===== src/rtl/pattern_tx.sv =====
// Serial pattern transmitter: shifts a latched WIDTH-bit word out MSB first,
// REPEAT times back to back, then pulses DONE for one cycle.
module pattern_tx #(
   parameter int WIDTH = 4,
   parameter int CNT_W = 4
) (
   input  logic             CLK,
   input  logic             RESET,
   input  logic             START,
   input  logic [WIDTH-1:0] PAT_IN,
   input  logic [CNT_W-1:0] REPEAT,
   output logic             OUT,
   output logic             VALID,
   output logic             BUSY,
   output logic             DONE
);

   localparam int BW = $clog2(WIDTH);
   localparam logic [BW-1:0]    LAST_BIT = BW'(WIDTH - 1);
   localparam logic [CNT_W-1:0] ONE_REP  = CNT_W'(1);

   localparam logic [1:0] IDLE  = 2'd0;
   localparam logic [1:0] SHIFT = 2'd1;
   localparam logic [1:0] FIN   = 2'd2;

   logic [1:0]       state_q, state_d;
   logic [WIDTH-1:0] shift_q, shift_d;
   logic [WIDTH-1:0] pat_q, pat_d;
   logic [BW-1:0]    bitCnt_q, bitCnt_d;
   logic [CNT_W-1:0] repCnt_q, repCnt_d;
   logic             out_q, out_d;
   logic             valid_q, valid_d;
   logic             busy_q, busy_d;
   logic             done_q, done_d;

   // Outputs are computed one cycle ahead so every port comes straight from a flop.
   always_comb begin
      state_d  = state_q;
      shift_d  = shift_q;
      pat_d    = pat_q;
      bitCnt_d = bitCnt_q;
      repCnt_d = repCnt_q;
      out_d    = 1'b0;
      valid_d  = 1'b0;
      busy_d   = 1'b0;
      done_d   = 1'b0;
      case (state_q)
         IDLE: begin
            if (START) begin
               shift_d  = PAT_IN;
               pat_d    = PAT_IN;
               bitCnt_d = '0;
               repCnt_d = REPEAT;
               busy_d   = 1'b1;
               if (REPEAT != '0) begin
                  state_d = SHIFT;
                  out_d   = PAT_IN[WIDTH-1];
                  valid_d = 1'b1;
               end else begin
                  state_d = FIN;
                  done_d  = 1'b1;
               end
            end
         end
         SHIFT: begin
            busy_d = 1'b1;
            if (bitCnt_q == LAST_BIT) begin
               if (repCnt_q == ONE_REP) begin
                  state_d = FIN;
                  done_d  = 1'b1;
               end else begin
                  // Reload the saved word so the next copy follows with no gap.
                  repCnt_d = repCnt_q - ONE_REP;
                  bitCnt_d = '0;
                  shift_d  = pat_q;
                  out_d    = pat_q[WIDTH-1];
                  valid_d  = 1'b1;
               end
            end else begin
               bitCnt_d = bitCnt_q + 1'b1;
               shift_d  = shift_q << 1;
               out_d    = shift_q[WIDTH-2];
               valid_d  = 1'b1;
            end
         end
         FIN: begin
            state_d = IDLE;
         end
         default: begin
            state_d = IDLE;
         end
      endcase
   end

   always_ff @(posedge CLK) begin
      if (RESET) begin
         state_q  <= IDLE;
         shift_q  <= '0;
         pat_q    <= '0;
         bitCnt_q <= '0;
         repCnt_q <= '0;
         out_q    <= 1'b0;
         valid_q  <= 1'b0;
         busy_q   <= 1'b0;
         done_q   <= 1'b0;
      end else begin
         state_q  <= state_d;
         shift_q  <= shift_d;
         pat_q    <= pat_d;
         bitCnt_q <= bitCnt_d;
         repCnt_q <= repCnt_d;
         out_q    <= out_d;
         valid_q  <= valid_d;
         busy_q   <= busy_d;
         done_q   <= done_d;
      end
   end

   assign OUT   = out_q;
   assign VALID = valid_q;
   assign BUSY  = busy_q;
   assign DONE  = done_q;

endmodule


===== config.mk =====
export PLATFORM = sky130hd
export DESIGN_NAME = pattern_tx
export DESIGN_NICKNAME = d
export VERILOG_FILES = /design/src/rtl/pattern_tx.sv
export SDC_FILE = /design/constraint.sdc
export NUM_CORES = 1
export LEC_CHECK = 0
export ABC_AREA = 1
export BUFFER_PORTS_ARGS = -buffer_cell sky130_fd_sc_hd__buf_2
export CORE_MARGIN = 2
export CORE_UTILIZATION = 57
export DETAILED_ROUTE_END_ITERATION = 10
export PLACE_DENSITY_LB_ADDON = 0.25
export SLEW_MARGIN = 10
export SYNTH_ARGS = -nofsm -noshare
export SYNTH_HDL_FRONTEND = slang
export SYNTH_SLANG_ARGS = --single-unit

===== constraint.sdc =====
create_clock -name CLK -period 1.8 [get_ports CLK]
set_input_delay 0.27 -clock CLK [delete_from_list [all_inputs] [get_ports CLK]]
set_output_delay 0.27 -clock CLK [all_outputs]
set_load 0.01 [all_outputs]

# Yosys cells after proc, flatten, opt, wreduce, memory -nomap -nowiden
# Index checks and enable logic that the tools add are counted.
# word_totals
register_bits	19
latchBits	0
mem_bits_rw	0
rom_bits	0
in_bits	11
out_inout_bits	4
elab_cells	60
memories	0
# classes
n_addsub	2
mul	0
div	0
order_cmp	0
eq_ne	8
shift	0
mux	34
n_bitwise	0
reduce_logical	7
# op_table
op	count
2-bit 2-to-1 mux	7
1-bit 2-to-1 mux	13
4-bit 2-to-1 mux	3
3-bit 2-to-1 mux	3
2-bit inequality test, second input constant	4
1-bit case mux with 2 select lines	4
2-bit case mux with 2 select lines	2
4-bit case mux with 2 select lines	1
3-bit case mux with 2 select lines	1
3-bit AND reduction	2
4-bit by 1-bit equality test with 1-bit output, second input constant	1
4-bit AND reduction	1
4-bit nonzero test	1
4-bit by 1-bit subtractor with 4-bit output, second input constant	1
3-bit inequality test, second input constant	1
2-bit by 1-bit adder with 2-bit output, second input constant	1
2-bit by 1-bit equality test with 1-bit output, second input constant	1
2-bit equality test, second input constant	1
2-bit logical NOT	1
2-bit AND reduction	1
2-bit nonzero test	1

# Depth between registers and ports, before layout
# depth
depth_word	4
depth_mapped	9
depth_no_buf	9

# Worst setup path before layout
# Ideal clock, no wire load.
# synth_path
path_kind	flip-flop to flip-flop
from	register bitCnt_q[0]
to	register bitCnt_q[1]
t_arrival_ps	1127
required_time_ps	1674
setup_slack_ps	547
path_stages_with_launch	8
path_cell_list	dfxtp_1 -> ha_1 -> clkbuf_2 -> nand3_1 -> nand2_1 -> nand2_2 -> o21ai_0 -> nor2_1
# synth_via
elab_chain_len	3
elab_cells_between_ends	6
cone_classes	add/sub (1); eq/ne (2); mux (2); reduce/logical (1)
# synth_rtl
item	line_no	rtl
start: declaration	29	logic [BW-1:0] bitCnt_q, bitCnt_d;
start signal: assignment	110	bitCnt_q <= bitCnt_d;
2-bit by 1-bit adder with 2-bit output or 2-bit equality test (tied branches)	80, 67	
2-bit 2-to-1 mux or 3-bit inequality test (tied branches)	-	
2-bit case mux with 2 select lines or 3-bit AND reduction (tied branches)	-	
# Several ways; a longest one is shown, not always the timed one.
# A chain may end at the register's enable or synchronous reset.

# Worst setup path after layout
# layout_path
from	register bitCnt_q[0]
to	register shift_q[0]
# layout_via
elab_chain_len	3
elab_cells_between_ends	5
cone_classes	eq/ne (2); mux (2); reduce/logical (1)
# layout_rtl
item	line_no	rtl
2-bit equality test *	67	if (bitCnt_q == LAST_BIT) begin
3-bit inequality test (no source line) or 3-bit 2-to-1 mux (tied branches)	-	
3-bit AND reduction (no source line) or 3-bit case mux with 2 select lines (tied branches)	-	
end signal: assignment	108	shift_q <= shift_d;
end: declaration	27	logic [WIDTH-1:0] shift_q, shift_d;
# Mark *: on every way between the ends. The rest lies on a longest branch, timed or not.

==> metrics.txt <==
flops & latches, synth 19; die area ~1900 µm²; total grt overflow 0; Clock Latency Late Sink 0.30 ns; synth unique cells 18; Fin. Hold Viols 0; Crit path required time 2.00 ns; core area 1470 µm²; Slew headroom 82.2%; die width 43.3 µm; WL per Instance 11.5 µm; CTS root buf clkbuf_4; Seq/Total Area, Yosys 43.1%; asr flop ratio synth 0%; Post-CTS Setup Bufs 0; Post-Syn Area 882 µm²; starting density of the core approximately 60%; TritonCTS clock tree done; final wirelength between 1500 and 2000 µm; total clock sinks 19; Leak ~0.47 nW; outcome completed; post-CTS sizing 0; area grow syn2layout 12.2%; vias in the first global route between 700 and 800; clock period minus final worst setup slack 1.46 ns; Detail Placement HPWL 1420 µm; Synth Instances around 130; Port Buffers 14; DRC 0; max cap viols 0; Yosys warnings 0; number of cells on the worst hold path 3; top-area cell type share of the netlist area a little over two fifths; total number of vias 868; die height roughly 43 µm; r2r startpoint bitCnt_q[0]; Final Power 0.912 mW; Tightest Pin Transition between 0.2 and 0.3 ns; first-pass GRT wire length 3080 µm; IO Count 15; Worst Setup Path Type reg -> reg; fmax 686 MHz; post-synth net total 140; first drt pass iteration count 5; CP startpoint kind flop; hold_buf cts 0; Hold Path Class in -> reg; FP Rows 14; first-iteration detailed-routing DRC count 18; vias per cell 5.49; most common cell in the netlist nand2_1; Final Wtd Congestion 0.857; clock-pin slew on the worst setup and hold paths 0.10 ns; setup TNS 0 ns; worst setup path startpoint bitCnt_q[0]; clk buf depth 2; Synth area leader dfxtp_1; ANT cells 0; htree depth 1; nets 157; Setup violations, final 0; Synth Flop Type dfxtp_1; synth cell count leaders 25 x nand2_1, 23 x nor2_1, 19 x dfxtp_1, 13 x o21ai_0, 11 x a21oi_1; Hold WS about 0.21 ns; RR Endpoint shift_q[0]; GRT Total Usage 21.8%; RSZ-0062 raised after global routing false; R2R Setup Slk about 0.34 ns; r2r worst-path depth 6; arrival time worst endpoint 1.66 ns; initial antenna violation count 0; largest net degree at the start of global routing 11; period utilization 81.0%; crit end category flop; Worst Path Max Fanout 8; Post-Syn Area per Cell 7.00 µm²; number of buffers created by CTS 3; VDD IR max 0.555 mV; Routed Antenna Nets 0; worst setup path endpoint shift_q[0]; final instance area 990 µm²; placed instance area 963 µm²; Post-synth EDFFs 0; share of cells above drive strength 1 15.5%; power density cells 921 nW/µm²; clk_skew about 0.004 ns; top cells by area, synth dfxtp_1 43%, nand2_1 11%, nor2_1 9.8%, o21ai_0 7.4%, a21oi_1 6.2%; Final Max Tran Viols 0
[worst min-delay path by stage]
stage / startpoint / to
5_1_grt: PAT_IN[2] / pat_q[2]
4_1_cts: PAT_IN[2] / pat_q[2]
3_5_place_dp: pat_q[1] / pat_q[1]
2_1_floorplan: PAT_IN[2] / pat_q[2]
3_3_place_gp: bitCnt_q[0] / bitCnt_q[0]
6_report: PAT_IN[2] / pat_q[2]
[logic make-up after synthesis]
family,after synthesis,share of synthesized area [%]
buffers and inverters,13,6.10
AND/OR/NAND/NOR,65,31.3
AO/OA/AOI/OAI,26,15.2
flip-flops,19,43.1
adder cells (fa/ha/maj),3,4.26
[power breakdown]
| part | internal [mW] | switching [mW] | total, mW |
|---|---|---|---|
| combinational | 0.0781 | 0.127 | 0.205 |
| clock | 0.0865 | 0.128 | 0.214 |
| sequential | 0.465 | 0.0276 | 0.493 |
[state kept, by name, indices dropped and copies added (netlist names)]
name      cells
BUSY          1
shift_q       3
OUT           1
DONE          1
state_q       2
pat_q         4
repCnt_q      4
bitCnt_q      2
VALID         1
[placed cells by master, fill, tap and decap left out]
cell / Yosys / final
dfxtp_1: 19 / 19
nor2_1: 23 / 23
nor2_2: 2 / 2
nand3b_1: 1 / 1
a21oi_1: 11 / 11
ha_1: 3 / 3
buf_4: 1 / 1
nand2_1: 25 / 25
and3_1: 2 / 2
clkbuf_4: 0 / 3
a31oi_1: 1 / 1
o21a_1: 1 / 1
buf_2: 0 / 14
inv_1: 10 / 10
o21ai_0: 13 / 13
nand3_1: 9 / 9
nand4_1: 1 / 1
nand2_2: 2 / 2
clkbuf_1: 1 / 1
[worst max-delay path, stage by stage (launching register included)]
cell     delay [ns]
dfxtp_1        0.38
ha_1           0.32
nand3_1        0.11
nand2_1        0.17
nand2_2        0.13
o21ai_0        0.18
nor2_1         0.06
[layout make-up]
type | instances | area (µm²)
inverter | 10 | 37.5
fill | 135 | 482
timing repair buffer | 15 | 77.6
sequential | 19 | 380
tap | 16 | 20.0
multi-input combinational | 94 | 448
clock buffer | 4 | 26.3
[metrics by stage]
stage          util (%)  setup WS [ns]  std cells
2_1_floorplan         -          0.547        126
3_3_place_gp       65.5          0.471        154
3_5_place_dp       65.5          0.404        154
4_1_cts            67.3          0.383        158
5_1_grt            67.3          0.193        158
6_report           67.3          0.342        158
[per-layer routing]
layer  GRT usage [%]  share of wire [%]  vias to the layer above
met1            26.0                 42                      401
met2            38.5                 52                       21
met4            10.9                2.0                        0
met3            2.50                3.6                        5
met5               0                  0                        -
li1                -                  -                      441
Power figures use the tool's default switching activity.
